--- src/rtl/rps_round_ctrl.sv ---
// Rock-paper-scissors round sequencer: IDLE -> COLLECT -> JUDGE -> SHOW, with saturating scores.
// Optional COLLECT timeout with forfeit is built only when ROUND_TIMEOUT_EN is defined.

module rps_choice_latch (
  input  logic       clk,
  input  logic       rst,
  input  logic       clr_i,
  input  logic       en_i,
  input  logic [2:0] pulse_i,
  output logic [2:0] choice_o
);
  logic [2:0] choice_q, choice_d;

  // First nonzero vector wins, rock > paper > scissors; a latched choice is frozen.
  always_comb begin
    choice_d = choice_q;
    if (clr_i) begin
      choice_d = 3'b000;
    end else if (en_i && choice_q == 3'b000) begin
      if (pulse_i[0])      choice_d = 3'b001;
      else if (pulse_i[1]) choice_d = 3'b010;
      else if (pulse_i[2]) choice_d = 3'b100;
    end
  end

  always_ff @(posedge clk or negedge rst) begin
    if (!rst) choice_q <= 3'b000;
    else      choice_q <= choice_d;
  end

  assign choice_o = choice_q;
endmodule

module rps_round_ctrl #(
  parameter int unsigned SHOW_CYCLES    = 100_000_000,
  parameter int unsigned TIMEOUT_CYCLES = 250_000_000
) (
  input  logic       clk,
  input  logic       rst,
  input  logic       start_pulse,
  input  logic [2:0] a_pulse,
  input  logic [2:0] b_pulse,
  output logic [1:0] state,
  output logic [2:0] a_choice,
  output logic [2:0] b_choice,
  output logic [1:0] winner,
  output logic       result_valid,
  output logic       timed_out,
  output logic [3:0] score_a,
  output logic [3:0] score_b
);
  localparam int NUM_PLAYERS = 2;
`ifdef ROUND_TIMEOUT_EN
  localparam int unsigned CNT_MAX = (SHOW_CYCLES > TIMEOUT_CYCLES) ? SHOW_CYCLES : TIMEOUT_CYCLES;
`else
  localparam int unsigned CNT_MAX = SHOW_CYCLES;
`endif
  localparam int TW = (CNT_MAX < 2) ? 1 : $clog2(CNT_MAX + 1);

  if (SHOW_CYCLES < 1) begin : g_bad_show
    $error("SHOW_CYCLES must be >= 1");
  end
  if (TIMEOUT_CYCLES < 2) begin : g_bad_timeout
    $error("TIMEOUT_CYCLES must be >= 2");
  end

  typedef enum logic [1:0] {
    IDLE    = 2'd0,
    COLLECT = 2'd1,
    JUDGE   = 2'd2,
    SHOW    = 2'd3
  } state_e;

  state_e  state_q;
  logic [TW-1:0] timer_q;
  logic [1:0] winner_q;
  logic       rv_q;
  logic [3:0] score_a_q, score_b_q;

  logic [NUM_PLAYERS-1:0][2:0] pulse_vec;
  logic [NUM_PLAYERS-1:0][2:0] choice_vec;
  logic       clr_choice, en_choice, both_latched;
  logic [1:0] judge_d;
  logic [2:0] a_ch, b_ch;

  assign pulse_vec  = {b_pulse, a_pulse};
  // Clearing happens on the restart edge itself, so a pulse in that cycle is dropped.
  assign clr_choice = start_pulse && (state_q == IDLE || state_q == SHOW);
  assign en_choice  = (state_q == COLLECT);

  for (genvar p = 0; p < NUM_PLAYERS; p++) begin : g_player
    rps_choice_latch u_latch (
      .clk      (clk),
      .rst      (rst),
      .clr_i    (clr_choice),
      .en_i     (en_choice),
      .pulse_i  (pulse_vec[p]),
      .choice_o (choice_vec[p])
    );
  end

  assign a_ch         = choice_vec[0];
  assign b_ch         = choice_vec[1];
  assign both_latched = (a_ch != 3'b000) && (b_ch != 3'b000);

  // One-hot rotate: A beats B exactly when B is A rotated right by one.
  always_comb begin
    judge_d = 2'b00;
    if (a_ch == 3'b000 && b_ch == 3'b000) judge_d = 2'b00;
    else if (a_ch == 3'b000)              judge_d = 2'b10;
    else if (b_ch == 3'b000)              judge_d = 2'b01;
    else if (a_ch == b_ch)                judge_d = 2'b00;
    else if (b_ch == {a_ch[0], a_ch[2:1]}) judge_d = 2'b01;
    else                                  judge_d = 2'b10;
  end

`ifdef ROUND_TIMEOUT_EN
  logic to_q;
`endif

  always_ff @(posedge clk or negedge rst) begin
    if (!rst) begin
      state_q   <= IDLE;
      timer_q   <= '0;
      winner_q  <= 2'b00;
      rv_q      <= 1'b0;
      score_a_q <= 4'd0;
      score_b_q <= 4'd0;
`ifdef ROUND_TIMEOUT_EN
      to_q      <= 1'b0;
`endif
    end else begin
      rv_q <= 1'b0;
      case (state_q)
        IDLE: begin
          if (start_pulse) begin
            state_q  <= COLLECT;
            winner_q <= 2'b00;
            timer_q  <= '0;
`ifdef ROUND_TIMEOUT_EN
            to_q     <= 1'b0;
`endif
          end
        end
        COLLECT: begin
          if (both_latched) begin
            state_q <= JUDGE;
          end
`ifdef ROUND_TIMEOUT_EN
          else begin
            timer_q <= timer_q + 1'b1;
            if (timer_q == TW'(TIMEOUT_CYCLES - 1)) begin
              state_q <= JUDGE;
              to_q    <= 1'b1;
            end
          end
`endif
        end
        JUDGE: begin
          winner_q <= judge_d;
          if (judge_d == 2'b01 && score_a_q != 4'hF) score_a_q <= score_a_q + 4'd1;
          if (judge_d == 2'b10 && score_b_q != 4'hF) score_b_q <= score_b_q + 4'd1;
          rv_q    <= 1'b1;
          timer_q <= '0;
          state_q <= SHOW;
        end
        SHOW: begin
          if (start_pulse) begin
            state_q  <= COLLECT;
            winner_q <= 2'b00;
            timer_q  <= '0;
`ifdef ROUND_TIMEOUT_EN
            to_q     <= 1'b0;
`endif
          end else if (timer_q == TW'(SHOW_CYCLES - 1)) begin
            state_q <= IDLE;
          end else begin
            timer_q <= timer_q + 1'b1;
          end
        end
        default: state_q <= IDLE;
      endcase
    end
  end

  assign state        = state_q;
  assign a_choice     = a_ch;
  assign b_choice     = b_ch;
  assign winner       = winner_q;
  assign result_valid = rv_q;
  assign score_a      = score_a_q;
  assign score_b      = score_b_q;
`ifdef ROUND_TIMEOUT_EN
  assign timed_out    = to_q;
`else
  assign timed_out    = 1'b0;
`endif
endmodule

--- config.mk ---
export PLATFORM = sky130hd
export DESIGN_NAME = rps_round_ctrl
export DESIGN_NICKNAME = d
export VERILOG_FILES = /design/src/rtl/rps_round_ctrl.sv
export SDC_FILE = /design/constraint.sdc
export NUM_CORES = 1
export LEC_CHECK = 0
export BUFFER_PORTS_ARGS = -buffer_cell sky130_fd_sc_hd__buf_2
export CAP_MARGIN = 10
export CORE_MARGIN = 5
export CORE_UTILIZATION = 29
export DETAILED_ROUTE_END_ITERATION = 8
export PLACE_DENSITY = 0.5
export SLEW_MARGIN = 20
export SYNTH_ARGS = -nofsm -noshare
export SYNTH_HDL_FRONTEND = slang
export SYNTH_SLANG_ARGS = --single-unit
--- constraint.sdc ---
create_clock -name clk -period 3.2 [get_ports clk]
set_input_delay 0 -clock clk [delete_from_list [all_inputs] [get_ports clk]]
set_output_delay 0 -clock clk [all_outputs]
set_load 0.01 [all_outputs]
# [Word-level counts from Yosys, hierarchy flattened]
# Index checks and enable logic that the tools add are counted.
[word_totals] register_bits=46 latchBits=0 ram_bits=0 rom_bits=0 input_bits=9 out_inout_bits=20 wordCells=80 memories=0
[classes] add_sub_neg=3 mul=0 div=0 order_cmp=0 n_eq_ne=15 shifts=0 n_mux=27 bitwise=0 reduce_logical=27
[op_table] cell="27-bit two-way mux" count=3
[op_table] cell="27-bit case mux with 3 select lines" count=1
[op_table] cell="3-bit two-way mux" count=10
[op_table] cell="27-bit by 1-bit adder with 27-bit output, second input constant" count=1
[op_table] cell="27-bit == test, second input constant" count=1
[op_table] cell="2-bit two-way mux" count=10
[op_table] cell="2-bit AND reduction" count=5
[op_table] cell="3-bit nonzero test" count=3
[op_table] cell="4-bit by 1-bit adder with 4-bit output, second input constant" count=2
[op_table] cell="4-bit inequality test, second input constant" count=2
[op_table] cell="2-bit case mux with 4 select lines" count=1
[op_table] cell="4-bit nonzero test" count=2
[op_table] cell="1-bit logical AND" count=7
[op_table] cell="2-bit == test, second input constant" count=3
[op_table] cell="3-bit == test" count=2
[op_table] cell="3-bit logical NOT" count=2
[op_table] cell="3-bit AND reduction" count=2
[op_table] cell="2-bit nonzero test" count=3
[op_table] cell="2-bit by 1-bit == test with 1-bit output, second input constant" count=2
[op_table] cell="2-bit inequality test, second input constant" count=2
[op_table] cell="2-bit case mux with 2 select lines" count=1
[op_table] cell="3-bit by 2-bit inequality test with 1-bit output, second input constant" count=1
[op_table] cell="3-bit inequality test, second input constant" count=1
[op_table] cell="2-bit logical NOT" count=1
[op_table] cell="other kinds (4)" count=4

# [Longest topological paths before layout]
# Gate-level depths: netlist of the first run.
[logic_depth] depth_word=9 depth_mapped=9 depth_no_buf=7

# [By module]
# A second synthesis of the first run with hierarchy kept.
[hier_totals] cells_unflattened=302 area_unflattened_um2=2835.2
[modules_own_cells] module="rps_round_ctrl" n_inst=1 cells_per_inst=276 area_each_um2=2555.0 seq_area_each_um2=1001.0
[modules_own_cells] module="rps_choice_latch" n_inst=2 cells_per_inst=13 area_each_um2=140.1 seq_area_each_um2=75.1

# [Worst setup path before layout of the first run]
# OpenSTA, ideal clock, no wires.
[synth_timing] kind="register -> register" start="register state_q[0], in the netlist state[0]" end="register timer_q[26]" setup_ns=0.078 arrival_time_ns=2.301 t_required_ns=3.122 setup_slack_ns=0.821 path_stages_with_launch=9 path_buffers=1 synth_period_minus_slack_ns=2.379 cell_sequence="dfrtp_1 > inv_1 > ha_1 > nor2b_1 > or2_2 > or4_1 > buf_2 > or3_1 > a21oi_1"
[synth_between] elab_chain_cells=3 elab_cells_between_ends=8 cone_classes="eq/ne (4); mux (1); reduce/logical (3)"
[synth_lines] element="start: declaration" line_no="74" rtl="state_e state_q;"
[synth_lines] element="start signal: assignment" line_no="123" rtl="state_q <= IDLE;"
[synth_lines] element="start signal: assignment" line_no="137" rtl="state_q <= COLLECT;"
[synth_lines] element="start signal: assignment" line_no="147" rtl="state_q <= JUDGE;"
[synth_lines] element="2-bit == test / 2-bit logical NOT (equally long branches)" line_no="134" rtl="case (state_q)"
[synth_lines] element="3-bit inequality test (no line), or another cell as far along"
[synth_lines] element="3-bit AND reduction (no line)"
[synth_lines] element="end signal: assignment" line_no="178" rtl="timer_q <= timer_q + 1'b1;"
[synth_lines] element="end: declaration" line_no="75" rtl="logic [TW-1:0] timer_q;"
# Several ways; a longest one is shown, not always the timed one.
# A chain may end at the register's enable or synchronous reset.

# [Final worst setup path of the first run]
# Ends and elaborated chain as after synthesis.

==> results of run 1 <==
## critical path, stage by stage (launching register included)
cell	delay, ps
dfrtp_1	420
inv_1	120
ha_1	200
nor2b_1	180
or2_2	460
or4_1	680
or3_1	380
a21oi_1	150
## worst paths after layout
kind	cells after the start	slack (ps)	end
min in group asynchronous	2	230	score_b[3]$_DFFE_PN0P_
max in group asynchronous	2	2540	g_player[1].u_latch.choice_o[2]$_DFFE_PN0P_
hold / removal	3	110	state[0]$_DFFE_PN0P_
hold reg to reg	2	500	winner[0]$_DFFE_PN0P_
setup / recovery	7	560	timer_q[26]$_DFFE_PN0P_
setup reg to reg	7	560	timer_q[26]$_DFFE_PN0P_
## routing by layer
metal,routed length [µm],part of all wire (%),track usage [%],vias to the layer above
met5,0,0,0,-
met4,131,2.1,4.26,0
met3,173,2.8,1.88,10
met2,2960,48,18.4,38
met1,2890,47,15.1,1115
li1,-,-,-,1131
## power groups by stage
stage	registers, mW	clock network [mW]	logic [mW]
2_1_floorplan	0.826	0	0.577
3_5_place_dp	0.842	0	0.844
3_3_place_gp	0.838	0	0.842
4_1_cts	0.829	0.480	0.873
6_report	0.831	0.459	0.856
5_1_grt	0.855	0.503	0.967
## per-stage QoR
stage | setup slack (ps) | instance area, µm²
after floorplan | 821 | 2680
after global placement | 614 | 2890
after detailed placement | 545 | 2890
after CTS | 548 | 3090
after global routing | 378 | 3090
final | 561 | 3090
## cell type report
| cell class | instances | share of cell area [%] |
|---|---|---|
| clock inverter | 3 | 1.54 |
| inverter | 6 | 0.728 |
| tap | 111 | 4.49 |
| sequential | 46 | 37.2 |
| clock buffer | 5 | 2.22 |
| multi-input combinational | 228 | 46.0 |
| timing repair buffer | 38 | 7.84 |
## cells in the mapped netlist (2+ instances only)
cell	n	area, µm²
o211ai_1	2	15.0
nor4b_1	4	35.0
nand2_1	22	82.6
o21ai_0	22	110
xnor2_1	10	87.6
or3_1	6	37.5
nor3_1	10	50.1
and3_1	4	25.0
nor4_1	5	31.3
nand3_1	18	90.1
dfrtp_1	46	1150
nand4_1	6	37.5
o31ai_1	3	22.5
inv_1	6	22.5
and4b_1	3	30.0
mux2_2	3	33.8
nand2b_1	2	12.5
xor2_1	9	78.8
a31oi_1	4	25.0
o41ai_1	2	17.5
clkbuf_1	13	48.8
ha_1	9	113
nor3b_1	3	22.5
or4_1	4	30.0
nor2b_1	4	25.0
and2_1	6	37.5
nor2_1	28	105
buf_4	2	15.0
a31o_2	2	17.5
a21oi_1	17	85.1
## kinds of logic after synthesis
logic type,count (synthesis),synth area share [%]
flip-flops,46,43.0
multiplexers,3,1.26
adder cells (fa/ha/maj),9,4.21
buffers and inverters,23,3.83
AND/OR/NAND/NOR,133,26.9
other,1,0.140
XOR/XNOR,19,6.22
AO/OA/AOI/OAI,63,14.4
## sequential cells by signal (all words and copies together) (netlist names)
name,cells
score_a,4
winner,2
state,2
score_b,4
result_valid,1
g_player.u_latch.choice_o,6
timer_q,27
==> impl_metrics.yaml, run 1 <==
synthesis:
  syn_area_um2: 2680
  synth_warnings: 0
  ys_ff_latch: 46
  synth_enable_flop_cells: 0
  synthDistinctLibCells: 52
  synth-seq-area-share_pct: 43.0
  synth.avg_cell_area_um2: 9.01
  async_reset_ff_share_pct: 100
  synth-main-ff-cell: "dfrtp_1"
  syn_inst: 297
  syn-num-nets: 315
route:
  drc: 0
  drtIter0Drc: 80
  routed_via_density: 5.25
  routedWlPerCell_um: 14.1
  ant_nets: 0
  drt_first_pass_iters: 7
  vias: 2294
  wl_um: 6160
grt:
  grt_use_total_pct: 11.3
  grt_pass1_wl_um: 10500
  grt_start_max_net_pins: 47
  antenna_found_initial: 0
  overflow: 0
  grt_pass1_vias: 2160
run_status:
  status: "complete, no violations"
floorplan:
  fp.dieH_um: 106
  die_w_um: 106
  core_um2: 9110
  dieArea_um2: 11200
  rows: 35
  initial_core_util_pct: 29.4
  ioPinCount: 29
critical_path:
  crit_path_end_kind: "flop"
  critPathKind: "reg2reg"
  critPathArrivalTime_ps: 2870
  reg2reg_from: "state[0]$_DFFE_PN0P_"
  cp_data_required_time_ps: 3440
  crit_fanout: 21
  start_kind: "flop"
  worstSetupStartpoint: "state[0]$_DFFE_PN0P_"
sta:
  max_freq_mhz: 379
  fin_hold_ws_ps: 112
  min_period_ps: 2640
  setup_tns_ps: 0
  rsz0062_at_grt: "false"
  drv_slew: 0
  worst_slew_pin_slew_ps: 733
  hold_violations: 0
  min_period_over_period_pct: 82.5
  clock_skew_ps: 9.37
  setup_viol: 0
  relSlewSlack_pct: 50.5
pwr:
  power_frac_comb_pct: 39.9
  power.total_mw: 2.15
  power_density_nw_per_um2: 693
  irDropWorstVdd_uv: 281
  clkPwrFrac_pct: 21.4
  p_leak_nw: 1.33
  p_sw_share_pct: 41.0
  p_switching_mw: 0.881
  p_seq_share_pct: 38.7
  p_int_mw: 1.27
layout:
  final_util_pct: 34.0
  final_common_cell: "dfrtp_1"
  multi_input_area_um2: 1420
  syn_to_final_growth_pct: 15.6
  mostFrequentLayoutCells: "dfrtp_1 (46), nor2_1 (28), buf_2 (26)"
  drive_gt1_share_pct: 13.8
  fin_nets: 343
  diodes: 0
  regArea_um2: 1150
  fillers: 978
  stdcell_count: 437
placement:
  dp_cells: 420
  portBuffers: 27
  place.gp.congestion: 0.780
  post-dp-hpwl_um: 4210
flow_run:
  drv_cap: 0
clock_tree:
  cts_sinks: 46
  clk_latency_ps: 300
  clockBufferDepth: 2
  cts.reportedPaths.clkPinSlew_ps: 100
  cts_root_buf: "clkbuf_8"
  htreeDepth: 2
  cts_buffers: 5
  cts_setup_buffers: 0
  cts_resized: 0
  tritoncts: "built"
  holdBufCountCts: 9
hold_path:
  hold_path_class: "in2reg"
  hold_path.startpoint: "start_pulse"
(Power assumes the default switching activity.)
==> run 2, diff against run 1 <==
--- a/config.mk
+++ b/config.mk
@@ -10,7 +10,7 @@
 export CORE_MARGIN = 5
 export CORE_UTILIZATION = 29
 export DETAILED_ROUTE_END_ITERATION = 8
-export PLACE_DENSITY = 0.5
+export PLACE_DENSITY = 0.52
 export SLEW_MARGIN = 20
 export SYNTH_ARGS = -nofsm -noshare
 export SYNTH_HDL_FRONTEND = slang
==> constraint.sdc (replaced) <==
create_clock -name clk -period 2.22 [get_ports clk]
set_input_delay 0 -clock clk [delete_from_list [all_inputs] [get_ports clk]]
set_output_delay 0 -clock clk [all_outputs]
set_load 0.01 [all_outputs]
==> run 2 against run 1 <==
Against the previous run:
- utilization increased by 1.5 points
- global-route usage increased by 0.42 points
- wire length increased by 5.2%
- worst setup slack got worse by 460 ps
- largest cell class unchanged
==> impl_metrics.yaml, run 2 (same netlist as run 1, synthesis figures left out) <==
route:
  drtIter0Drc: 94
  routedWlPerCell_um: 14.2
  drc: 0
  drt_first_pass_iters: 4
  wl_um: 6470
  vias: 2328
  ant_nets: 0
  routed_via_density: 5.11
placement:
  place_area_um2: 3050
  post-dp-hpwl_um: 4650
  place.gp.congestion: 0.801
  portBuffers: 27
  pre_cts_ws_ps: 51.5
clock_tree:
  cts_root_buf: "clkbuf_8"
  htreeDepth: 2
  cts.reportedPaths.clkPinSlew_ps: 90
  tritoncts: "built"
  cts_sinks: 46
  cts_buffers: 5
  clockBufferDepth: 2
  clk_latency_ps: 300
grt:
  overflow: 0
  antenna_found_initial: 0
  grt_use_total_pct: 11.8
  grt_pass1_wl_um: 10800
  grt_pass1_vias: 2188
  grt_start_max_net_pins: 27
critical_path:
  crit_fanout: 7
  crit_path_end_kind: "flop"
  start_kind: "flop"
  critPathKind: "reg2reg"
  cp_data_required_time_ps: 2450
  critPathArrivalTime_ps: 2350
floorplan:
  fp.dieH_um: 106
  core_um2: 9110
  initial_core_util_pct: 29.4
  ioPinCount: 29
  rows: 35
  dieArea_um2: 11200
  die_w_um: 106
sta:
  drv_slew: 0
  setup_tns_ps: 0
  relSlewSlack_pct: 58.4
  min_period_ps: 2120
  hold_violations: 0
  max_freq_mhz: 471
  worst_slew_pin_slew_ps: 623
  rsz0062_at_grt: "false"
  setup_ws_ps: 96.7
  clock_skew_ps: 6.52
  min_period_over_period_pct: 95.6
  setup_viol: 0
layout:
  fin_nets: 362
  diodes: 0
  fillers: 924
  multi_input_area_um2: 1440
  largest-register: "timer_q"
  stdcell_area_um2: 3230
  final_util_pct: 35.5
  drive_gt1_share_pct: 20.9
  mostFrequentLayoutCells: "dfrtp_1 (44), nor2_1 (28), buf_2 (27)"
  final_common_cell: "dfrtp_1"
  regArea_um2: 1150
  largest_reg_flops: 27
  syn_to_final_growth_pct: 20.7
flow_run:
  drv_cap: 0
pwr:
  p_leak_nw: 1.41
  irDropWorstVdd_uv: 490
  power.total_mw: 3.18
  power_density_nw_per_um2: 984
hold_path:
  hold_path_class: "in2reg"
run_status:
  status: "complete, no violations"
[run 2: what timing repair did]
| action | 4_1_cts | 5_1_grt |
|---|---|---|
| resized for setup | 0 | 2 |
| hold buffers | 8 | 0 |
| hold endpoints to repair | 52 | 0 |
| setup buffers | 0 | 0 |
| endpoints found under the setup margin | 0 | 3 |
[run 2: through the flow]
step	std cells	hold WS, ps
6_report	456	149
5_1_grt	456	174
4_1_cts	456	134
3_5_place_dp	440	14.9
3_3_place_gp	440	10.1
2_1_floorplan	297	-296
[run 2: critical path, stage by stage, from the launching register on]
cell     delay (ps)
dfrtp_2         390
inv_2            40
ha_1            190
nor2b_4         140
or2_4           230
or4_4           580
or3_1           360
a21oi_1         130
[run 2: area by class of cell]
cell class,instances,share of cell area (%)
Clock buffer,6,2.56
Clock inverter,2,0.387
Inverter,6,0.697
Multi-Input combinational cell,228,44.6
Sequential cell,46,35.7
Tap cell,111,4.30
Timing Repair Buffer,57,11.8
[run 2: report_power, final]
part / internal (mW) / switching (mW)
registers: 0.989 / 0.192
clock network: 0.251 / 0.296
logic: 0.626 / 0.825
[run 2: final timing paths]
| check | slack, ps | depth (start not counted) | endpoint | start |
|---|---|---|---|---|
| max | 100 | 7 | timer_q[26]$_DFFE_PN0P_ | state[0]$_DFFE_PN0P_ |
| min | 150 | 3 | state[0]$_DFFE_PN0P_ | start_pulse |
| max reg2reg | 100 | 7 | timer_q[26]$_DFFE_PN0P_ | state[0]$_DFFE_PN0P_ |
| min reg2reg | 510 | 1 | score_a[3]$_DFFE_PN0P_ | score_a[3]$_DFFE_PN0P_ |
| max in group asynchronous | 1700 | 3 | state[0]$_DFFE_PN0P_ | rst |
| min in group asynchronous | 200 | 3 | score_b[2]$_DFFE_PN0P_ | rst |
[run 2: routing by layer]
layer	global-route usage (%)	part of all wire (%)
met5	0	0
met4	4.16	1.4
met3	2.13	3.0
met2	19.3	47
met1	15.6	49
